<file path="src/rtl/add_pkg.sv">
// add_pkg: sizing and configuration helpers shared by the pipe_add slice.
package add_pkg;

  function automatic int num_seg(input int w, input int s);
    return (s >= 1) ? w / s : 1;
  endfunction

  function automatic bit cfg_ok(input int w, input int s);
    return (s >= 1) && (w >= s) && ((w % s) == 0);
  endfunction

endpackage

</file>
<file path="src/rtl/pipe_add_stage.sv">
// pipe_add_stage: one SEG_W-bit segment adder with registered sum,
// carry and valid; everything holds while adv is low.
module pipe_add_stage #(
  parameter int SEG_W = 8
) (
  input  logic             clk,
  input  logic             rst_n,
  input  logic             adv,
  input  logic             in_v,
  input  logic [SEG_W-1:0] a,
  input  logic [SEG_W-1:0] b,
  input  logic             ci,
  output logic             v,
  output logic [SEG_W-1:0] s,
  output logic             co
);

  logic [SEG_W:0] tot;

  assign tot = {1'b0, a} + {1'b0, b}
             + {{SEG_W{1'b0}}, ci};

  always_ff @(posedge clk) begin
    if (!rst_n) begin
      v  <= 1'b0;
      s  <= '0;
      co <= 1'b0;
    end else if (adv) begin
      v  <= in_v;
      s  <= tot[SEG_W-1:0];
      co <= tot[SEG_W];
    end
  end

endmodule

</file>
<file path="src/rtl/pipe_add.sv">
// pipe_add: pipelined carry-propagate adder, one SEG_W segment per stage.
// Define PIPE_ADD_OVF_EN to add the registered signed-overflow output ovf.
module pipe_add
  import add_pkg::*;
#(
  parameter int WIDETH = 32,
  parameter int SEG_W  = 8
) (
  input  logic              clk,
  input  logic              rst_n,
  input  logic              in_valid,
  output logic              in_ready,
  input  logic [WIDETH-1:0] a,
  input  logic [WIDETH-1:0] b,
  input  logic              cin,
  output logic              out_valid,
  input  logic              out_ready,
  output logic [WIDETH-1:0] sum,
  output logic              cout
`ifdef PIPE_ADD_OVF_EN
  ,
  output logic              ovf
`endif
);

  localparam int NSEG = num_seg(WIDETH, SEG_W);

  if (!cfg_ok(WIDETH, SEG_W)) begin : g_cfg_err
    $error("pipe_add: WIDETH must be a positive multiple of SEG_W");
  end

  logic            adv;
  logic [NSEG-1:0] v;
  logic [NSEG-1:0] c;

  assign adv      = !out_valid || out_ready;
  assign in_ready = adv;

  // Iteration k: operands still to be added (ain/bin, lowest segment
  // is the one stage k consumes) and the sums done so far (acc).
  for (genvar k = 0; k < NSEG; k++) begin : g_seg
    localparam int RW = WIDETH - k * SEG_W;
    localparam int LW = (k + 1) * SEG_W;

    logic [RW-1:0]    ain;
    logic [RW-1:0]    bin;
    logic [LW-1:0]    acc;
    logic [SEG_W-1:0] s;
    logic             vin;
    logic             cin_k;

    if (k == 0) begin : g_head
      assign ain   = a;
      assign bin   = b;
      assign vin   = in_valid;
      assign cin_k = cin;
      assign acc   = s;
    end else begin : g_body
      logic [RW-1:0]       aq;
      logic [RW-1:0]       bq;
      logic [LW-SEG_W-1:0] lq;

      always_ff @(posedge clk) begin
        if (!rst_n) begin
          aq <= '0;
          bq <= '0;
          lq <= '0;
        end else if (adv) begin
          aq <= g_seg[k-1].ain[RW+SEG_W-1:SEG_W];
          bq <= g_seg[k-1].bin[RW+SEG_W-1:SEG_W];
          lq <= g_seg[k-1].acc;
        end
      end

      assign ain   = aq;
      assign bin   = bq;
      assign vin   = v[k-1];
      assign cin_k = c[k-1];
      assign acc   = {s, lq};
    end

    pipe_add_stage #(
      .SEG_W(SEG_W)
    ) u_stage (
      .clk  (clk),
      .rst_n(rst_n),
      .adv  (adv),
      .in_v (vin),
      .a    (ain[SEG_W-1:0]),
      .b    (bin[SEG_W-1:0]),
      .ci   (cin_k),
      .v    (v[k]),
      .s    (s),
      .co   (c[k])
    );
  end

  assign out_valid = v[NSEG-1];
  assign cout      = c[NSEG-1];
  assign sum       = g_seg[NSEG-1].acc;

`ifdef PIPE_ADD_OVF_EN
  // Carry into the MSB is recovered as a^b^sum at that bit.
  logic msbx_q;

  always_ff @(posedge clk) begin
    if (!rst_n) begin
      msbx_q <= 1'b0;
    end else if (adv) begin
      msbx_q <= g_seg[NSEG-1].ain[SEG_W-1]
              ^ g_seg[NSEG-1].bin[SEG_W-1];
    end
  end

  assign ovf = msbx_q ^ sum[WIDETH-1] ^ cout;
`endif

endmodule
</file>
<file path="config.mk">
export PLATFORM = sky130hd
export DESIGN_NAME = pipe_add
export DESIGN_NICKNAME = d
export VERILOG_FILES = /design/src/rtl/add_pkg.sv /design/src/rtl/pipe_add_stage.sv /design/src/rtl/pipe_add.sv
export SDC_FILE = /design/constraint.sdc
export NUM_CORES = 1
export LEC_CHECK = 0
export ABC_AREA = 1
export CAP_MARGIN = 20
export CORE_UTILIZATION = 45
export DETAILED_ROUTE_END_ITERATION = 10
export PLACE_DENSITY = 0.68
export SYNTH_ARGS = -nofsm -noshare
export SYNTH_HDL_FRONTEND = slang
export SYNTH_HIERARCHICAL = 1
export SYNTH_SLANG_ARGS = --single-unit
</file>
<file path="constraint.sdc">
create_clock -name clk -period 1.83 [get_ports clk]
set_clock_uncertainty 0.2 [all_clocks]
set_input_delay 0.2745 -clock clk [delete_from_list [all_inputs] [get_ports clk]]
set_output_delay 0.2745 -clock clk [all_outputs]
set_load 0.02 [all_outputs]
</file>
---- Word level (Yosys, flattened, before mapping) ----
Index checks and enable logic that the tools add are counted.
storage, ports and cells
  flip-flop bits (word level) ............. 184
  input port bits ......................... 69
  output and inout port bits .............. 35
  word-level logic and storage cells ...... 31
operators by class
  $add $sub $neg .......................... 8
  reductions and logical operators ........ 2
operators with widths
  operator              count
  adder 8 x 8 -> 9 bit  4
  adder 9 x 1 -> 9 bit  4
  logical NOT 1 bit     1
  logical OR 1 bit      1

---- Depth between registers and ports, before layout ----
  word-level depth ........................ 2
  depth in mapped cells ................... 11
  gate-level depth less buffers ........... 10

---- Hierarchy ----
Netlist, hierarchy kept.
by module, submodules not included
  module                                  instances  cells each  area an instance (µm²)  seq. area each (µm²)
  pipe_add                                1          930         6079.6                  2882.8
  pipe_add_stage at g_seg[2].u_stage ...  2          107         743.2                   200.2
  pipe_add_stage at g_seg[1].u_stage      1          107         748.2                   200.2
  pipe_add_stage at g_seg[0].u_stage      1          103         701.9                   200.2

---- Least setup slack after synthesis ----
OpenSTA, ideal clock, no wires.
  kind .................................... flip-flop to flip-flop
  start point ............................. register g_seg[3].u_stage.v
  end point ............................... register g_seg[1].u_stage.s[3]
  setup time .............................. 116 ps
  arrival time ............................ 1852 ps
  data required time ...................... 1514 ps
  slack ................................... -338 ps
  stages on the path, launching flop included .. 11
  buffers on the path ..................... 5
  clock period less this slack ............ 2168 ps
  cells stage by stage .................... dfxtp_1 > buf_2 > inv_2 > nor2_4 > buf_6 > buf_4 > inv_1 > buf_6 > buf_6 > o211ai_1 > inv_1
between the ends
  cells in the longest elaborated chain, start to end .. 2
RTL lines
  what                    line                  RTL
  start, declared         pipe_add_stage.sv:13  output logic v,
  start signal, assigned  pipe_add_stage.sv:29  v <= in_v;
  logical NOT 1 bit       pipe_add.sv:36        assign adv = !out_valid || out_ready;
  logical OR 1 bit        pipe_add.sv:36
  named net in_ready      pipe_add.sv:12        output logic in_ready,
  end signal, assigned    pipe_add_stage.sv:30  s <= tot[SEG_W-1:0];
  end, declared           pipe_add_stage.sv:14  output logic [SEG_W-1:0] s,
The timed path passes the listed nets, and every way through them passes these cells.
A chain may end at the register's enable or synchronous reset.

---- Final worst setup path ----
  start point ............................. register g_seg[2].g_body.aq[0]
  end point ............................... register g_seg[2].u_stage.s[6]
between the ends
  cells in the longest elaborated chain, start to end .. 2
RTL lines
  what                    line                  RTL
  start, declared         pipe_add.sv:59        logic [RW-1:0] aq;
  start signal, assigned  pipe_add.sv:69        aq <= g_seg[k-1].ain[RW+SEG_W-1:SEG_W];
  adder 8 x 8 -> 9 bit    pipe_add_stage.sv:20  assign tot = {1'b0, a} + {1'b0, b}
  adder 9 x 1 -> 9 bit    pipe_add_stage.sv:21  + {{SEG_W{1'b0}}, ci};
  end signal, assigned    pipe_add_stage.sv:30
  end, declared           pipe_add_stage.sv:14
No other way between the ends.

==> run metrics <==
Max Cap Viol 0; vias in the first global route 7069; Vias/cell 4.50; register bit total from synthesis 184; number of port buffers 103; Seq/Total Area, Yosys 40.9%; CTS tree done; Critical Path AT 2.10 ns; Final HPWL DP 13.4 mm; Fillers 1948; Hold Fails Final Rpt 0; synthesized area per cell 6.66 sq um; Sw Ratio 25.4%; crit path launch g_seg[2].ain[0]$_SDFFE_PN0P_; Critical Path Source Type register; Die Span Y 144 um; CP Capture Type register; Chip Width 144 um; RSZ-0062 raised after global routing true; number of distinct library cells after synthesis 28; Comb pwr share 14.5%; crit-path max FO 3; Initial Utilization 46.2%; Crit Path Class register to register; R2R Path Start g_seg[2].ain[0]$_SDFFE_PN0P_; vias 7823; GPL Wtd Cong 0.843; Critical Path Sink g_seg[2].u_stage/s[6]$_SDFFE_PN0P_; most frequent cells in the layout 359 x nor2_1, 231 x nand2_1, 211 x inv_1, 181 x nand3_1, 178 x dfxtp_1; Worst-Skew Late Latency 0.43 ns; clock root cell clkbuf_16; CTS Buffer Depth 2; reg2reg end g_seg[2].u_stage/s[6]$_SDFFE_PN0P_; wire length per cell 11.4 um; Fin Setup TNS -0.696 ns; worst-margin pin slew 0.358 ns; Gate Count Post-Synth 1354; CORE AREA 0.0195 sq mm; Slew Limit Headroom 76.1%; first-pass GRT wire length 33.1 mm; syn_nets 1459; sequential power share 45.7%; Int Pwr 0.00722 W; worst slack at placement -0.587 ns; largest net degree at the start of global routing 59; DRC 0; n_diodes 0; Worst Hold Class primary input to register; initial antenna violation count 0; critical path, cell by cell fa_2 > fa_2 > nand2_2 > nand2_2 > nand3b_1 > nand2_1 > nand2_1 > nand3_1 > nand2_1 > inv_1; fin area 0.0113 sq mm; P&R area growth vs syn 25.0%; fin crit share 108%; cts bufs inserted 17; net switching power 0.00247 W; layout cells sized above 1 8.62%; flop2flop setup slack -0.14 ns; Worst VDD drop 0.545 mV; max-slew violations 0; Max Freq 507 MHz; multi-input logic area 0.00424 sq mm; slowest CP cell fa_2; Die Area 0.0206 sq mm; FF/Latch Area 0.00369 sq mm; clk sink count 184; most used cell, CP nand2_1; violations in the final reports setup timing; WHS 0.141 ns; H-tree depth 4; Setup Viol. Count Final 11; cell leakage power 5.37 nW; total power density per cell area 860 mW/mm^2; R2R cell count 10; DRT Pass-1 Iters 7; Min Clock Period, post-route 1.97 ns; clock power share 39.8%; DRT Wirelength 19.9 mm; nets 1567; status finished, violations left; Netlist Area Pre-Place 0.00902 sq mm; Worst EP required 1.96 ns; DRT iter0 DRCs 442; Ys Warns 6; antenna viol nets, final 0; GR Overflow Total 0; clock slew at reported path FFs 0.07 ns; num rows 51; slack of the critical path -0.142 ns; Placed Area 0.0105 sq mm; Slowest Stage Delay on Critical Path 0.40 ns; total track usage 20.2%; I/O pins 104; most common cell after layout, fill and taps aside nor2_1
==> Yosys cell counts (all sizes together) <==
cell type	n	share of area, %
dfxtp	184	41
ha	28	3.9
or2	4	0.36
nand2	241	10
nor2	360	15
inv	214	8.9
o21ai	22	1.2
xnor2	1	0.097
a21oi	13	1.1
o211ai	6	0.50
xor2	5	0.49
a211oi	4	0.33
fa	8	1.8
nand3b	10	0.83
clkbuf	5	0.32
nand3	185	10
buf	64	3.8
==> worst min-delay path by stage <==
stage                                       startpoint                                  to  depth (start not counted)
final                                             b[0]  g_seg[0].u_stage/s[0]$_SDFFE_PN0P_                          4
after global routing                              b[0]  g_seg[0].u_stage/s[0]$_SDFFE_PN0P_                          4
after CTS                                        b[10]        g_seg[1].bin[2]$_SDFFE_PN0P_                          3
after detailed placement  g_seg[2].bin[9]$_SDFFE_PN0P_        g_seg[3].bin[1]$_SDFFE_PN0P_                          2
after global placement    g_seg[2].bin[8]$_SDFFE_PN0P_        g_seg[3].bin[0]$_SDFFE_PN0P_                          2
after floorplan                                  rst_n     g_seg[3].u_stage/v$_SDFFE_PN0P_                          2
==> power by group through the flow <==
stage,sequential [W],clock [W],combinational (W)
2_1_floorplan,0.00452,0,0.000865
3_3_place_gp,0.00451,0,0.00139
3_5_place_dp,0.00452,0,0.00140
4_1_cts,0.00443,0.00394,0.00139
5_1_grt,0.00446,0.00410,0.00160
6_report,0.00443,0.00386,0.00140
==> flip-flops by register name, summed over array words and instances (netlist names) <==
signal            cells
g_seg.ain            48
g_seg.bin            48
g_seg.g_body.lq      48
g_seg.u_stage/co      4
g_seg.u_stage/s      32
g_seg.u_stage/v       4
==> critical path, delay by kind of cell (launching register included) <==
family | cells | cell delay (ns)
adders and majority gates | 2 | 0.76
and+or+nand+nor | 7 | 0.54
DFF | 1 | 0.34
buffers and inverters | 1 | 0.03
==> final cells by class <==
class	instances	share of cell area, %
multi-input combinational	887	37.6
sequential	184	32.8
timing repair buffer	158	13.9
inverter	214	7.21
clock buffer	21	4.28
tap	265	2.94
clock inverter	10	1.24
==> logic make-up after synthesis <==
group / share of synthesized area (%)
AND/OR/NAND/NOR: 36.7
buffers and inverters: 13.0
flip-flops: 40.9
AO/OA/AOI/OAI: 3.15
adder cells (fa/ha/maj): 5.66
XOR/XNOR: 0.583
==> layer usage <==
metal	GRT usage [%]	routed length (um)	vias to the layer above
met5	0	0	-
met4	5.38	161	0
met3	3.60	628	12
met2	32.5	8900	115
met1	27.6	10200	3380
li1	-	-	4316
==> per-stage QoR <==
step | cells | utilization, % | power, W
floorplan | 1354 | - | 0.00539
global placement | 1700 | 53.8 | 0.00590
detailed placement | 1700 | 53.8 | 0.00591
CTS | 1735 | 57.2 | 0.00976
global route | 1739 | 57.7 | 0.0102
finish | 1739 | 57.7 | 0.00969
==> what timing repair did <==
item                       CTS  global route
setup endpoints to repair   51            19
hold endpoints to repair     5             0
setup buffers                3             5
pin swaps                   11            12
gates cloned                 0             1
resized for setup           56            16
hold buffers                 1             0
No activity file was read; power rests on OpenSTA's default activity.
